===== src/rtl/image_reconstructor.sv =====
// Streams a captured 6x8 halftone image as 48 gray pixels over a valid/ready handshake.
// Define RECON_FILTER_EN for 3x3 window averaging; otherwise pixels expand directly to 0/255.
module image_reconstructor (
   input  logic       clk,
   input  logic       reset,
   input  logic       Go,
   input  logic [1:8] HTPV_Row_1,
   input  logic [1:8] HTPV_Row_2,
   input  logic [1:8] HTPV_Row_3,
   input  logic [1:8] HTPV_Row_4,
   input  logic [1:8] HTPV_Row_5,
   input  logic [1:8] HTPV_Row_6,
   input  logic       pix_ready,
   output logic [7:0] pix_out,
   output logic       pix_valid,
   output logic [5:0] pix_index,
   output logic       busy,
   output logic       Done
);
   typedef enum logic [1:0] {IDLE = 2'd0, SCAN = 2'd1, FINISH = 2'd2} state_t;

   state_t          state_r, state_s;
   logic [1:6][1:8] img_r, rows_s, src_s;
   logic [0:7][0:9] pad_s;
   logic [2:0]      row_r, row_s;
   logic [3:0]      col_r, col_s;
   logic [7:0]      gray_s, pix_out_s;
   logic [5:0]      pix_index_s;
   logic            pix_valid_s, busy_s, done_s, capture_s;

   assign rows_s = {HTPV_Row_1, HTPV_Row_2, HTPV_Row_3, HTPV_Row_4, HTPV_Row_5, HTPV_Row_6};
   // The first pixel is produced on the Go edge, before the image register is loaded.
   assign src_s  = (state_r == IDLE) ? rows_s : img_r;

   // Zero-bordered copy of the image so window reads never leave the array.
   always_comb begin
      pad_s = '0;
      for (int r = 1; r <= 6; r++) begin
         pad_s[r][1:8] = src_s[r];
      end
   end

   // Next raster position: (1,1) on start, advance on each accepted pixel except the last.
   always_comb begin
      row_s = row_r;
      col_s = col_r;
      if (state_r == IDLE && Go) begin
         row_s = 3'd1;
         col_s = 4'd1;
      end else if (state_r == SCAN && pix_ready && pix_index != 6'd48) begin
         if (col_r == 4'd8) begin
            row_s = row_r + 3'd1;
            col_s = 4'd1;
         end else begin
            col_s = col_r + 4'd1;
         end
      end else begin
         row_s = row_r;
         col_s = col_r;
      end
   end

`ifdef RECON_FILTER_EN
   function automatic logic [7:0] gray_lut(input logic [3:0] n, input logic [3:0] k);
      logic [7:0] g;
      case ({n, k})
         8'h40: g = 8'd0;   8'h41: g = 8'd63;  8'h42: g = 8'd127; 8'h43: g = 8'd191;
         8'h44: g = 8'd255;
         8'h60: g = 8'd0;   8'h61: g = 8'd42;  8'h62: g = 8'd85;  8'h63: g = 8'd127;
         8'h64: g = 8'd170; 8'h65: g = 8'd212; 8'h66: g = 8'd255;
         8'h90: g = 8'd0;   8'h91: g = 8'd28;  8'h92: g = 8'd56;  8'h93: g = 8'd85;
         8'h94: g = 8'd113; 8'h95: g = 8'd141; 8'h96: g = 8'd170; 8'h97: g = 8'd198;
         8'h98: g = 8'd226; 8'h99: g = 8'd255;
         default: g = 8'd0;
      endcase
      return g;
   endfunction

   logic [3:0] win_k_s, win_n_s;
   logic [2:0] win_r_s;
   logic [3:0] win_c_s;

   // Count white cells in the window and size the window by how many image edges it touches.
   always_comb begin
      win_k_s = 4'd0;
      win_r_s = 3'd0;
      win_c_s = 4'd0;
      for (int dr = 0; dr < 3; dr++) begin
         for (int dc = 0; dc < 3; dc++) begin
            win_r_s = row_s + 3'(dr) - 3'd1;
            win_c_s = col_s + 4'(dc) - 4'd1;
            win_k_s = win_k_s + {3'd0, pad_s[win_r_s][win_c_s]};
         end
      end
      case ({row_s == 3'd1 || row_s == 3'd6, col_s == 4'd1 || col_s == 4'd8})
         2'b00:        win_n_s = 4'd9;
         2'b01, 2'b10: win_n_s = 4'd6;
         2'b11:        win_n_s = 4'd4;
         default:      win_n_s = 4'd9;
      endcase
      gray_s = gray_lut(win_n_s, win_k_s);
   end
`else
   // White expands to full scale, black to zero.
   always_comb begin
      gray_s = pad_s[row_s][col_s] ? 8'd255 : 8'd0;
   end
`endif

   // Next state and next registered outputs; outputs hold while a pixel is stalled.
   always_comb begin
      state_s     = state_r;
      capture_s   = 1'b0;
      pix_valid_s = pix_valid;
      pix_index_s = pix_index;
      pix_out_s   = pix_out;
      busy_s      = busy;
      done_s      = 1'b0;
      case (state_r)
         IDLE: begin
            if (Go) begin
               state_s     = SCAN;
               capture_s   = 1'b1;
               pix_valid_s = 1'b1;
               busy_s      = 1'b1;
               pix_index_s = 6'd1;
               pix_out_s   = gray_s;
            end else begin
               pix_valid_s = 1'b0;
               busy_s      = 1'b0;
               pix_index_s = 6'd0;
               pix_out_s   = 8'd0;
            end
         end
         SCAN: begin
            if (pix_ready && pix_index == 6'd48) begin
               state_s     = FINISH;
               pix_valid_s = 1'b0;
               busy_s      = 1'b0;
               pix_index_s = 6'd0;
               pix_out_s   = 8'd0;
               done_s      = 1'b1;
            end else if (pix_ready) begin
               pix_index_s = pix_index + 6'd1;
               pix_out_s   = gray_s;
            end else begin
               pix_index_s = pix_index;
               pix_out_s   = pix_out;
            end
         end
         FINISH: begin
            state_s     = IDLE;
            pix_valid_s = 1'b0;
            busy_s      = 1'b0;
            pix_index_s = 6'd0;
            pix_out_s   = 8'd0;
         end
         default: begin
            state_s     = IDLE;
            pix_valid_s = 1'b0;
            busy_s      = 1'b0;
            pix_index_s = 6'd0;
            pix_out_s   = 8'd0;
         end
      endcase
   end

   // State, position, captured image and registered outputs.
   always_ff @(posedge clk or posedge reset) begin
      if (reset) begin
         state_r   <= IDLE;
         row_r     <= 3'd1;
         col_r     <= 4'd1;
         img_r     <= '0;
         pix_out   <= 8'd0;
         pix_valid <= 1'b0;
         pix_index <= 6'd0;
         busy      <= 1'b0;
         Done      <= 1'b0;
      end else begin
         state_r   <= state_s;
         row_r     <= row_s;
         col_r     <= col_s;
         img_r     <= capture_s ? rows_s : img_r;
         pix_out   <= pix_out_s;
         pix_valid <= pix_valid_s;
         pix_index <= pix_index_s;
         busy      <= busy_s;
         Done      <= done_s;
      end
   end
endmodule


===== config.mk =====
export PLATFORM = sky130hd
export DESIGN_NAME = image_reconstructor
export DESIGN_NICKNAME = d
export VERILOG_FILES = /design/src/rtl/image_reconstructor.sv
export SDC_FILE = /design/constraint.sdc
export NUM_CORES = 1
export LEC_CHECK = 0
export CAP_MARGIN = 20
export CORE_MARGIN = 2
export CORE_UTILIZATION = 45
export CTS_CLUSTER_SIZE = 16
export DETAILED_ROUTE_END_ITERATION = 7
export GPL_ROUTABILITY_DRIVEN = 0
export PLACE_DENSITY = 0.69
export SETUP_SLACK_MARGIN = 0.4
export SYNTH_ARGS = -nofsm -noshare
export SYNTH_HDL_FRONTEND = slang
export SYNTH_SLANG_ARGS = --single-unit

===== constraint.sdc =====
create_clock -name clk -period 3.75 [get_ports clk]
set_input_delay 0.75 -clock clk [delete_from_list [all_inputs] [get_ports clk]]
set_output_delay 0.75 -clock clk [all_outputs]
set_load 0.005 [all_outputs]

==> results.sh <==
export IMPL_status="complete, no violations"
export IMPL_drv_cap=0
export IMPL_reg2reg_from="pix_index[0]"
export IMPL_arrival_ns=3.41
export IMPL_finalInstanceArea_um2=4810
export IMPL_dieArea_um2=9220
export IMPL_drive_gt1_share_pct=10.6
export IMPL_core_area_um2=8220
export IMPL_insertedDiodeCount=0
export IMPL_clk_latency_ns=0.34
export IMPL_cp_max_fo=14
export IMPL_yosysMostFrequentCell="nand2_1"
export IMPL_viasPerCell=5.49
export IMPL_nets=563
export IMPL_fin_setup_tns_ns=0
export IMPL_area_growth_pct=26.1
export IMPL_hold_viol=0
export IMPL_cts_htree_levels=3
export IMPL_yosysTopAreaCellShare_pct=42.0
export IMPL_grt_pass1_wl_um=16000
export IMPL_dr_pass1_iters=5
export IMPL_finalClockSkew_ns=0.0110
export IMPL_worst_pin_slew_ns=0.756
export IMPL_grt_max_degree=49
export IMPL_synth_commonest_cells="nand2_1 (188), dfrtp_1 (64), nor2_1 (20), clkbuf_1 (17), o21ai_0 (17)"
export IMPL_finalCritPeriodShare_pct=85.3
export IMPL_ant_nets=0
export IMPL_ys_types=53
export IMPL_min_path_type="reg -> reg"
export IMPL_synth_top_area_cell="dfrtp_1"
export IMPL_place_area_um2=4610
export IMPL_rsz0062_at_grt="false"
export IMPL_hold_start="img_r[34]"
export IMPL_syn_area_per_cell_um2=8.72
export IMPL_rrSetupSlack_ns=0.62
export IMPL_gr_total_overflow=0
export IMPL_syn_cell_area_um2=3810
export IMPL_grt_total_usage_pct=23.0
export IMPL_first_global_vias=3286
export IMPL_power_density_nw_per_um2=461
export IMPL_yosys_register_bits=66
export IMPL_ios=69
export IMPL_synthArstFlopShare_pct=100
export IMPL_rr_worst_depth=12
export IMPL_critical_path_class="in -> reg"
export IMPL_antenna_found_initial=0
export IMPL_p_leak_nw=2.23
export IMPL_syn_num_nets=494
export IMPL_die_y_um=96.0
export IMPL_drv_slew=0
export IMPL_whs_path_depth=2
export IMPL_clock_sinks=66
export IMPL_cts_buffers=9
export IMPL_critical_path_required_ns=3.96
export IMPL_final_util_pct=58.5
export IMPL_avgRoutedWirePerCell_um=15.5
export IMPL_setup_violations=0
export IMPL_vdd_drop_max_v=0.000262
export IMPL_hpwl_um=6920
export IMPL_drt_iter0_drc=230
export IMPL_finalWirelength_um=9560
export IMPL_cts_buffer_depth=2
export IMPL_io_buffer_count=68
export IMPL_fin_crit_ns=3.20
export IMPL_reg2reg_to="pix_out[6]"
export IMPL_row_count=33
export IMPL_max_clock_freq_mhz=313
export IMPL_drc_errors=0
export IMPL_path_clk_slew_ns=0.07
export IMPL_die_w_um=96.0
export IMPL_syn_inst=437
export IMPL_cts_root_buf="clkbuf_8"
export IMPL_cts_tree="yes"
export IMPL_num_vias=3384
export IMPL_worstHoldEndpoint="img_r[34]"
export IMPL_slew_headroom_pct=49.6
export IMPL_synthFlopType="dfrtp_1"
export IMPL_synth_edf_count=0
export IMPL_synth_area_top_cells="dfrtp_1 (42%), nand2_1 (19%), mux4_1 (6.9%)"
export IMPL_ys_warn_count=0
export IMPL_start_util_pct=46.4
export IMPL_ys_seq_area_share_pct=43.4
export IMPL_startpoint_type="input pin"
export IMPL_crit_path_end_kind="flip-flop"
export IMPL_cts_hold_buf=0
==> layer usage <==
metal  share of wire (%)  track usage [%]
met4                 1.9             9.29
met5                   0                0
met3                 4.7             4.54
met1                  44             31.0
met2                  49             36.5
==> cells in the final DEF, fill, tap and decap left out, drive strengths merged, types with 3 or more instances in the layout <==
cell type	n
a211oi	3
buf	18
or3	4
and2	3
nand3b	3
nor3	3
a21oi	14
a221oi	5
dfrtp	64
o21ai	17
nor2	20
a311oi	3
inv	11
nand2	188
nor3b	4
mux2i	10
nand3	4
clkdlybuf4s50	68
a31oi	5
a22oi	3
ha	5
mux4	13
o221ai	3
clkbuf	13
==> cells by family (layout without fill, tap and decap cells) <==
family	count (synthesis)	count (layout)	synth area share [%]
simple gates	239	239	26.0
flops	66	66	43.4
xor+xnor	2	2	0.460
mux	25	25	12.4
fa+ha+maj	5	5	1.64
buf+inv	39	113	5.12
compound gates	61	61	11.0
==> how the worst max path moves through the flow <==
stage                 start         end  slack (ns)  cells past startpoint
3_3_place_gp      pix_ready  pix_out[6]        0.15                      9
3_5_place_dp      pix_ready  pix_out[6]        0.05                      9
2_1_floorplan  pix_index[0]  pix_out[6]        0.86                     13
5_1_grt           pix_ready  pix_out[6]        0.41                     10
4_1_cts           pix_ready  pix_out[6]        0.40                      9
6_report          pix_ready  pix_out[6]        0.55                     10
==> metrics by stage <==
stage                     hold WS (ns)  cells  total power [W]  worst slack (ns)
after global placement           0.450    598          0.00167             0.147
after floorplan                  0.437    437          0.00141             0.857
after detailed placement         0.457    598          0.00169            0.0479
after global routing             0.500    616          0.00237             0.407
after CTS                        0.474    614          0.00219             0.400
final                            0.470    616          0.00222             0.551
==> registers in the layout, indices dropped and copies added (netlist names) <==
register,cells
Done,1
busy,1
pix_out,1
row_r,3
img_r,48
state_r,2
col_r,4
pix_index,6
==> timing repair <==
action                     CTS  global route
setup endpoints to repair    0             1
gates resized for setup      0             4
buffers inserted             0             2
==> power breakdown <==
part,internal [W],total [W],switching (W)
clock network,0.000239,0.000501,0.000263
registers,0.000798,0.000893,0.0000947
logic,0.000413,0.000822,0.000409
==> critical path: stages <==
cell	delay [ns]
clkdlybuf4s50_1	0.53
nand3b_2	0.16
a211oi_4	0.31
mux2_4	0.40
inv_4	0.16
mux4_1	0.31
a22oi_1	0.27
a221oi_2	0.11
a311oi_2	0.29
o311ai_1	0.11
==> area by class of cell <==
| class | instances | area (um2) |
|---|---|---|
| clock inverter | 3 | 17.5 |
| inverter | 11 | 43.8 |
| sequential | 66 | 1650 |
| timing repair buffer | 86 | 828 |
| tap | 105 | 131 |
| multi-input combinational | 332 | 1990 |
| fill | 746 | 3410 |
| clock buffer | 13 | 139 |
(Power assumes the default switching activity.)
